**src/rtl/nib_to_byte_fifo_ctrl_pkg.sv**
```systemverilog
// Shared sizes, types and helpers for the nibble-in / byte-out FIFO controller.
package nib_fifo_pkg;

  localparam int RAM_NIB_DEPTH  = 1024;
  localparam int RAM_BYTE_DEPTH = 512;
  localparam int NIB_ADDR_W     = $clog2(RAM_NIB_DEPTH);
  localparam int BYTE_ADDR_W    = $clog2(RAM_BYTE_DEPTH);
  localparam int COUNT_W        = NIB_ADDR_W + 1;

  typedef logic [NIB_ADDR_W-1:0]  nib_addr_t;
  typedef logic [BYTE_ADDR_W-1:0] byte_addr_t;
  typedef logic [COUNT_W-1:0]     nib_count_t;

  localparam nib_count_t FULL_COUNT = nib_count_t'(RAM_NIB_DEPTH);

  // Occupancy of the 2-entry output skid buffer.
  typedef enum logic [1:0] {
    SKID_EMPTY = 2'd0,
    SKID_ONE   = 2'd1,
    SKID_TWO   = 2'd2
  } skid_state_e;

  function automatic logic [1:0] skid_level(skid_state_e s);
    case (s)
      SKID_ONE: return 2'd1;
      SKID_TWO: return 2'd2;
      default:  return 2'd0;
    endcase
  endfunction

endpackage

```
**src/rtl/nib_to_byte_fifo_ctrl_if.sv**
```systemverilog
// Push, pop, status and block-RAM port bundle of the nibble-to-byte FIFO controller.
interface nib_to_byte_fifo_ctrl_if;
  import nib_fifo_pkg::*;

  logic [3:0] nib_data;
  logic       nib_valid;
  logic       nib_ready;
  logic [7:0] byte_data;
  logic       byte_valid;
  logic       byte_ready;
  nib_count_t nib_count;
  logic       almost_full;
  logic       almost_empty;
  logic       half_byte;
  nib_addr_t  ram_addra;
  logic [3:0] ram_dia;
  logic       ram_ena;
  logic       ram_wea;
  byte_addr_t ram_addrb;
  logic       ram_enb;
  logic       ram_web;
  logic       ram_rsta;
  logic       ram_rstb;
  logic [7:0] ram_dob;

  // The controller side.
  modport slave (
    input  nib_data, nib_valid, byte_ready, ram_dob,
    output nib_ready, byte_data, byte_valid, nib_count, almost_full, almost_empty, half_byte,
    output ram_addra, ram_dia, ram_ena, ram_wea, ram_addrb, ram_enb, ram_web, ram_rsta, ram_rstb
  );

  // The surrounding source, consumer and RAM.
  modport master (
    output nib_data, nib_valid, byte_ready, ram_dob,
    input  nib_ready, byte_data, byte_valid, nib_count, almost_full, almost_empty, half_byte,
    input  ram_addra, ram_dia, ram_ena, ram_wea, ram_addrb, ram_enb, ram_web, ram_rsta, ram_rstb
  );

endinterface

```
**src/rtl/nib_to_byte_fifo_ctrl_skid2.sv**
```systemverilog
// Two-entry output skid buffer: captures RAM read data and holds it until the consumer takes it.
module nib_fifo_skid2
  import nib_fifo_pkg::*;
(
  input  logic       clk,
  input  logic       rst,
  input  logic       clear,
  input  logic       load,
  input  logic [7:0] load_data,
  input  logic       out_ready,
  output logic       out_valid,
  output logic [7:0] out_data,
  output logic [1:0] level
);

  skid_state_e state_q, state_d;
  logic [7:0]  head_q, head_d;
  logic [7:0]  tail_q, tail_d;

  assign out_valid = (state_q != SKID_EMPTY);
  assign out_data  = head_q;
  assign level     = skid_level(state_q);

  // Next occupancy and entry contents; the head only moves when the consumer takes it.
  always_comb begin
    state_d = state_q;
    head_d  = head_q;
    tail_d  = tail_q;
    if (clear) begin
      state_d = SKID_EMPTY;
      head_d  = '0;
      tail_d  = '0;
    end else begin
      case (state_q)
        SKID_EMPTY: begin
          if (load) begin
            state_d = SKID_ONE;
            head_d  = load_data;
          end
        end
        SKID_ONE: begin
          if (load && out_ready) begin
            head_d = load_data;
          end else if (load) begin
            state_d = SKID_TWO;
            tail_d  = load_data;
          end else if (out_ready) begin
            state_d = SKID_EMPTY;
          end
        end
        SKID_TWO: begin
          if (out_ready) begin
            head_d = tail_q;
            if (load) begin
              tail_d = load_data;
            end else begin
              state_d = SKID_ONE;
            end
          end
        end
        default: state_d = SKID_EMPTY;
      endcase
    end
  end

  // State and entry registers.
  always_ff @(posedge clk) begin
    if (rst) begin
      state_q <= SKID_EMPTY;
      head_q  <= '0;
      tail_q  <= '0;
    end else begin
      state_q <= state_d;
      head_q  <= head_d;
      tail_q  <= tail_d;
    end
  end

endmodule

```
**src/rtl/nib_to_byte_fifo_ctrl.sv**
```systemverilog
// Nibble-write / byte-read FIFO controller for a 1024x4 / 512x8 dual-port block RAM.
module nib_to_byte_fifo_ctrl
  import nib_fifo_pkg::*;
#(
  parameter int AF_LEVEL = 1000,
  parameter int AE_LEVEL = 2
) (
  input logic clk,
  input logic rst,
  input logic flush,
  nib_to_byte_fifo_ctrl_if.slave bus
);

  logic       clear;
  logic       nib_ready;
  logic       push;
  logic       pop;
  logic       fetch;
  logic [2:0] pending;
  logic       skid_valid;
  logic [7:0] skid_data;
  logic [1:0] skid_fill;

  nib_count_t count_q, count_d;
  nib_addr_t  wr_ptr_q, wr_ptr_d;
  byte_addr_t rd_ptr_q, rd_ptr_d;
  logic       in_flight_q, in_flight_d;

  assign clear     = rst | flush;
  assign nib_ready = !clear && (count_q != FULL_COUNT);
  assign push      = bus.nib_valid && nib_ready;
  assign pop       = skid_valid && bus.byte_ready && !clear;
  // Bytes already owed to the skid buffer after this cycle's pop; fetch only while there is room.
  assign pending   = {1'b0, skid_fill} + {2'b00, in_flight_q} - {2'b00, pop};
  assign fetch     = !clear && (count_q >= nib_count_t'(2)) && (pending < 3'd2);

  // Pointer, occupancy and in-flight bookkeeping for push and fetch.
  always_comb begin
    count_d     = count_q;
    wr_ptr_d    = wr_ptr_q;
    rd_ptr_d    = rd_ptr_q;
    in_flight_d = fetch;
    if (clear) begin
      count_d  = '0;
      wr_ptr_d = '0;
      rd_ptr_d = '0;
    end else begin
      if (push) begin
        wr_ptr_d = wr_ptr_q + nib_addr_t'(1);
        count_d  = count_d + nib_count_t'(1);
      end
      if (fetch) begin
        rd_ptr_d = rd_ptr_q + byte_addr_t'(1);
        count_d  = count_d - nib_count_t'(2);
      end
    end
  end

  // Controller registers.
  always_ff @(posedge clk) begin
    if (rst) begin
      count_q     <= '0;
      wr_ptr_q    <= '0;
      rd_ptr_q    <= '0;
      in_flight_q <= 1'b0;
    end else begin
      count_q     <= count_d;
      wr_ptr_q    <= wr_ptr_d;
      rd_ptr_q    <= rd_ptr_d;
      in_flight_q <= in_flight_d;
    end
  end

  nib_fifo_skid2 u_skid (
    .clk       (clk),
    .rst       (rst),
    .clear     (clear),
    .load      (in_flight_q && !clear),
    .load_data (bus.ram_dob),
    .out_ready (bus.byte_ready && !clear),
    .out_valid (skid_valid),
    .out_data  (skid_data),
    .level     (skid_fill)
  );

  assign bus.nib_ready    = nib_ready;
  assign bus.byte_valid   = skid_valid;
  assign bus.byte_data    = skid_data;
  assign bus.nib_count    = count_q;
  assign bus.almost_full  = (count_q >= nib_count_t'(AF_LEVEL));
  assign bus.almost_empty = (count_q <= nib_count_t'(AE_LEVEL));
  assign bus.half_byte    = wr_ptr_q[0];
  assign bus.ram_addra    = wr_ptr_q;
  assign bus.ram_dia      = bus.nib_data;
  assign bus.ram_ena      = push;
  assign bus.ram_wea      = push;
  assign bus.ram_addrb    = rd_ptr_q;
  assign bus.ram_enb      = fetch;
  assign bus.ram_web      = 1'b0;
  assign bus.ram_rsta     = 1'b0;
  assign bus.ram_rstb     = 1'b0;

endmodule

```
**src/flat_wrapper.sv**
```systemverilog
// flat-port wrapper written by rule: the top's interface ports become plain ports
module nib_to_byte_fifo_ctrl_flat import nib_fifo_pkg::*;
#(
  parameter int AF_LEVEL = 1000,
  parameter int AE_LEVEL = 2
)
  (clk, rst, flush, bus_nib_data, bus_nib_valid, bus_byte_ready, bus_ram_dob, bus_nib_ready, bus_byte_data, bus_byte_valid, bus_nib_count, bus_almost_full, bus_almost_empty, bus_half_byte, bus_ram_addra, bus_ram_dia, bus_ram_ena, bus_ram_wea, bus_ram_addrb, bus_ram_enb, bus_ram_web, bus_ram_rsta, bus_ram_rstb);
  nib_to_byte_fifo_ctrl_if bus_i ();
  input logic clk;
  input logic rst;
  input logic flush;
  input wire logic [$bits(bus_i.nib_data)-1:0] bus_nib_data;
  input wire logic [$bits(bus_i.nib_valid)-1:0] bus_nib_valid;
  input wire logic [$bits(bus_i.byte_ready)-1:0] bus_byte_ready;
  input wire logic [$bits(bus_i.ram_dob)-1:0] bus_ram_dob;
  output wire logic [$bits(bus_i.nib_ready)-1:0] bus_nib_ready;
  output wire logic [$bits(bus_i.byte_data)-1:0] bus_byte_data;
  output wire logic [$bits(bus_i.byte_valid)-1:0] bus_byte_valid;
  output wire logic [$bits(bus_i.nib_count)-1:0] bus_nib_count;
  output wire logic [$bits(bus_i.almost_full)-1:0] bus_almost_full;
  output wire logic [$bits(bus_i.almost_empty)-1:0] bus_almost_empty;
  output wire logic [$bits(bus_i.half_byte)-1:0] bus_half_byte;
  output wire logic [$bits(bus_i.ram_addra)-1:0] bus_ram_addra;
  output wire logic [$bits(bus_i.ram_dia)-1:0] bus_ram_dia;
  output wire logic [$bits(bus_i.ram_ena)-1:0] bus_ram_ena;
  output wire logic [$bits(bus_i.ram_wea)-1:0] bus_ram_wea;
  output wire logic [$bits(bus_i.ram_addrb)-1:0] bus_ram_addrb;
  output wire logic [$bits(bus_i.ram_enb)-1:0] bus_ram_enb;
  output wire logic [$bits(bus_i.ram_web)-1:0] bus_ram_web;
  output wire logic [$bits(bus_i.ram_rsta)-1:0] bus_ram_rsta;
  output wire logic [$bits(bus_i.ram_rstb)-1:0] bus_ram_rstb;
  assign bus_i.nib_data = bus_nib_data;
  assign bus_i.nib_valid = bus_nib_valid;
  assign bus_i.byte_ready = bus_byte_ready;
  assign bus_i.ram_dob = bus_ram_dob;
  assign bus_nib_ready = bus_i.nib_ready;
  assign bus_byte_data = bus_i.byte_data;
  assign bus_byte_valid = bus_i.byte_valid;
  assign bus_nib_count = bus_i.nib_count;
  assign bus_almost_full = bus_i.almost_full;
  assign bus_almost_empty = bus_i.almost_empty;
  assign bus_half_byte = bus_i.half_byte;
  assign bus_ram_addra = bus_i.ram_addra;
  assign bus_ram_dia = bus_i.ram_dia;
  assign bus_ram_ena = bus_i.ram_ena;
  assign bus_ram_wea = bus_i.ram_wea;
  assign bus_ram_addrb = bus_i.ram_addrb;
  assign bus_ram_enb = bus_i.ram_enb;
  assign bus_ram_web = bus_i.ram_web;
  assign bus_ram_rsta = bus_i.ram_rsta;
  assign bus_ram_rstb = bus_i.ram_rstb;
  nib_to_byte_fifo_ctrl #(.AF_LEVEL(AF_LEVEL), .AE_LEVEL(AE_LEVEL)) u_core (.clk(clk), .rst(rst), .flush(flush), .bus(bus_i));
endmodule
```
**config.mk**
```make
export PLATFORM = sky130hd
export DESIGN_NAME = nib_to_byte_fifo_ctrl_flat
export DESIGN_NICKNAME = d
export VERILOG_FILES = /design/src/rtl/nib_to_byte_fifo_ctrl_pkg.sv /design/src/rtl/nib_to_byte_fifo_ctrl_if.sv /design/src/rtl/nib_to_byte_fifo_ctrl_skid2.sv /design/src/rtl/nib_to_byte_fifo_ctrl.sv /design/src/flat_wrapper.sv
export SDC_FILE = /design/constraint.sdc
export NUM_CORES = 1
export LEC_CHECK = 0
export CORE_MARGIN = 8
export CORE_UTILIZATION = 53
export CTS_BUF_LIST = sky130_fd_sc_hd__clkbuf_16
export DETAILED_ROUTE_END_ITERATION = 8
export PLACE_DENSITY = 0.85
export SYNTH_ARGS = -nofsm -noshare
export SYNTH_HDL_FRONTEND = slang
export SYNTH_SLANG_ARGS = --single-unit
```
**constraint.sdc**
```tcl
create_clock -name clk -period 4.1 [get_ports clk]
set_clock_uncertainty 0.05 [all_clocks]
set_input_delay 0.615 -clock clk [delete_from_list [all_inputs] [get_ports clk]]
set_output_delay 0.615 -clock clk [all_outputs]
set_load 0.01 [all_outputs]
```
==> run metrics <==
Chip Height 88.9 um; Max-cap violations 0; post-CTS sizing 0; most frequent cells in the layout clkdlybuf4s50_1 (58), nor2_1 (49), dfxtp_1 (49); initial antenna violation count 0; Main synth FF type dfxtp_1; Post-CTS Setup Bufs 0; Die W 88.9 um; pin count of the biggest net entering global routing 49; #FFs+latches synth 49; xor-xnor portion of the synthesized cell area 11.2%; Psw 0.000233 W; Initial Utilization 55.1%; pwr/cell area 280 mW/mm2; Final Total Pwr approximately 0.00098 W; total core area 0.00511 mm2; Crit Path Max Fanout 5; slew of the pin with the lowest slew margin 0.540 ns; WL/cell 14.9 um; GRT Total Usage 16.9%; FF/Latch Area just under 0.001 mm2; WP data required 3.43 ns; Pint 0.000746 W; maximum vdd drop 0.200 mV; Flop pwr share 49.5%; DR pass1 iterations 4; Max Root-Sink Buffers 2; synth warn 0; count of final setup violators 0; placed cells 432; clock network fraction of design power 42.8%; Comb pwr share 7.7%; htree depth 2; launch point of the critical path flush; detailed-route DRC error count 0; Detail Route Antenna Nets 0; # IOs 70; remaining global-route overflow 0; cell family with most CP delay buffers and inverters; initial DRC count 137; CP max-delay cell clkdlybuf4s50_1; Final GP Congestion 0.845; register area share after synthesis about a third; Synth Area in Compound Gates between 10% and 20%; vias in the first global route 2,348; mapped cell area 0.00282 mm2; RSZ-0062 raised after global routing no; class of the tightest hold or removal check reg -> reg; Multi-input gate area 0.00163 mm2; Tmin final 3.89 ns; area added between synthesis and finish 24.3%; Synth Instances about 330; non-filler cells in the finished layout 440; # rows 26; syn avg cell area 8.61 um2; final setup TNS 0 ns; Buf/Inv on CP 3; largest family of logic cells by synthesized area simple AND/OR/NAND/NOR gates; CTS Root Cell clkbuf_16; via-per-instance ratio around 5.4; Final Hold Vio Count 0; number of flops mapped to enable cells by yosys 0; Ant. Diodes 0; Reg2Reg Launch Point u_core.u_skid.state_q[1]$_SDFFE_PP0P_; filler instances 417; post-synthesis async set-or-reset flop share 0%; fin crit share 94.9%; nets 393; post-synthesis mux area share about 5.1%; Sw Share 23.8%; WL final 6570 um; CP Class in -> out; Post-Synth Adder-Cell Area between 3 and 4%; Vias 2,382; CTS Hold Bufs 0; Unique masters post-synth 55; share of cells above drive strength 1 8.65%; Sink Count between 40 and 50; CP peak stage delay 0.53 ns; Worst-path clk slew 0.07 ns; P_leak 1.27 nW; Port Buffer Count 58; global-route wire length before repair 10,900 um; CP cell instances clkdlybuf4s50_1 -> nor2_1 -> and3_1 -> ha_1 -> nor2b_1 -> fa_1 -> nor2_1 -> o311ai_4 -> inv_4 -> clkdlybuf4s50_1; CTS tree done; Worst setup EP type output port; startpoint types input pin; Fmax achieved 257 MHz; clk_lat worst skew between 0.2 and 0.3 ns; area of the die 0.00790 mm2; HPWL after DPL 4710 um; commonest non-fill, non-tap cell in the layout clkdlybuf4s50_1; Rel. slew slack 63.9%; Post-Synth Simple-Gate Area between 20% and 30%; CTS buffer count 5; worst path arrival time 3.23 ns; status completed; worst hold path startpoint u_core.u_skid.tail_q[7]$_SDFFE_PP0P_; fin. max-slew vios 0
==> kinds of logic (layout without fill, tap and decap cells) <==
group           after synthesis  count (layout)
compound gates               37              37
xor+xnor                     36              36
fa+ha+maj                     7               7
buf+inv                      38              79
flops                        49              49
mux                          14              14
other cells                   1               3
simple gates                145             145
==> power groups by stage <==
stage / Combinational, W / Clock [W] / Sequential [W]
after detailed placement: 0.0000747 / 0 / 0.000495
after floorplan: 0.0000515 / 0 / 0.000493
final: 0.0000753 / 0.000419 / 0.000484
after global routing: 0.0000823 / 0.000443 / 0.000485
after CTS: 0.0000754 / 0.000424 / 0.000484
after global placement: 0.0000740 / 0 / 0.000495
==> through the flow <==
stage	setup slack, ns	utilization [%]	cell area, um2	hold slack [ns]
2_1_floorplan	1.08	-	2820	0.405
6_report	0.210	68.5	3500	0.428
3_5_place_dp	0.219	65.5	3350	0.417
3_3_place_gp	0.292	65.5	3350	0.408
4_1_cts	0.198	68.5	3500	0.427
5_1_grt	0.0940	68.5	3500	0.453
==> final timing paths <==
path / endpoint / slack [ns] / cells past startpoint
min reg2reg: u_core.u_skid.out_data[7]$_SDFFE_PP0P_ / 0.43 / 2
min: u_core.u_skid.out_data[7]$_SDFFE_PP0P_ / 0.43 / 2
max reg2reg: u_core.bus.nib_count[9]$_SDFF_PP0_ / 0.85 / 12
max: bus_ram_enb / 0.21 / 10
==> registers in the layout (all words and copies together) (netlist names) <==
name                    flops
u_core.u_skid.state_q       2
u_core.bus.ram_addra       10
u_core.bus.ram_addrb        9
u_core.bus.nib_count       11
u_core.in_flight_q          1
u_core.u_skid.tail_q        8
u_core.u_skid.out_data      8
==> area by class of cell <==
cell class / instances / share of cell area (%)
Timing Repair Buffer: 63 / 17.7
Multi-Input combinational cell: 242 / 46.5
Sequential cell: 49 / 28.0
Tap cell: 70 / 2.50
Clock buffer: 5 / 3.58
Clock inverter: 3 / 0.751
Inverter: 8 / 0.930
==> cells in the mapped netlist (all sizes together) (3+ instances only) <==
library cell	count	area, um2
and2	5	31.3
nand2	37	144
xor2	21	184
and3	7	43.8
a21oi	9	48.8
nand3	7	35.0
inv	8	32.5
clkbuf	12	45.0
nor2	49	184
nand4	15	93.8
a311oi	9	78.8
nor4	5	67.6
buf	18	136
mux2	3	33.8
xnor2	15	131
and4	3	28.8
a31oi	3	33.8
o21ai	5	25.0
or2	3	18.8
ha	6	75.1
dfxtp	49	981
mux2i	11	110
nand2b	3	18.8
==> layer usage <==
metal / share of wire [%] / wire, um / track usage, %
met4: 1.1 / 70 / 4.15
met3: 7.8 / 509 / 6.22
met2: 47 / 3110 / 28.1
met5: 0 / 0 / 0
met1: 44 / 2870 / 20.1
==> tightest hold or removal path: cells and delay by family (launching register included) <==
kind,cells,cell delay [ns]
flip-flops,1,0.31
AO/OA/AOI/OAI,1,0.07
AND/OR/NAND/NOR,1,0.05
Power figures use the tool's default switching activity.
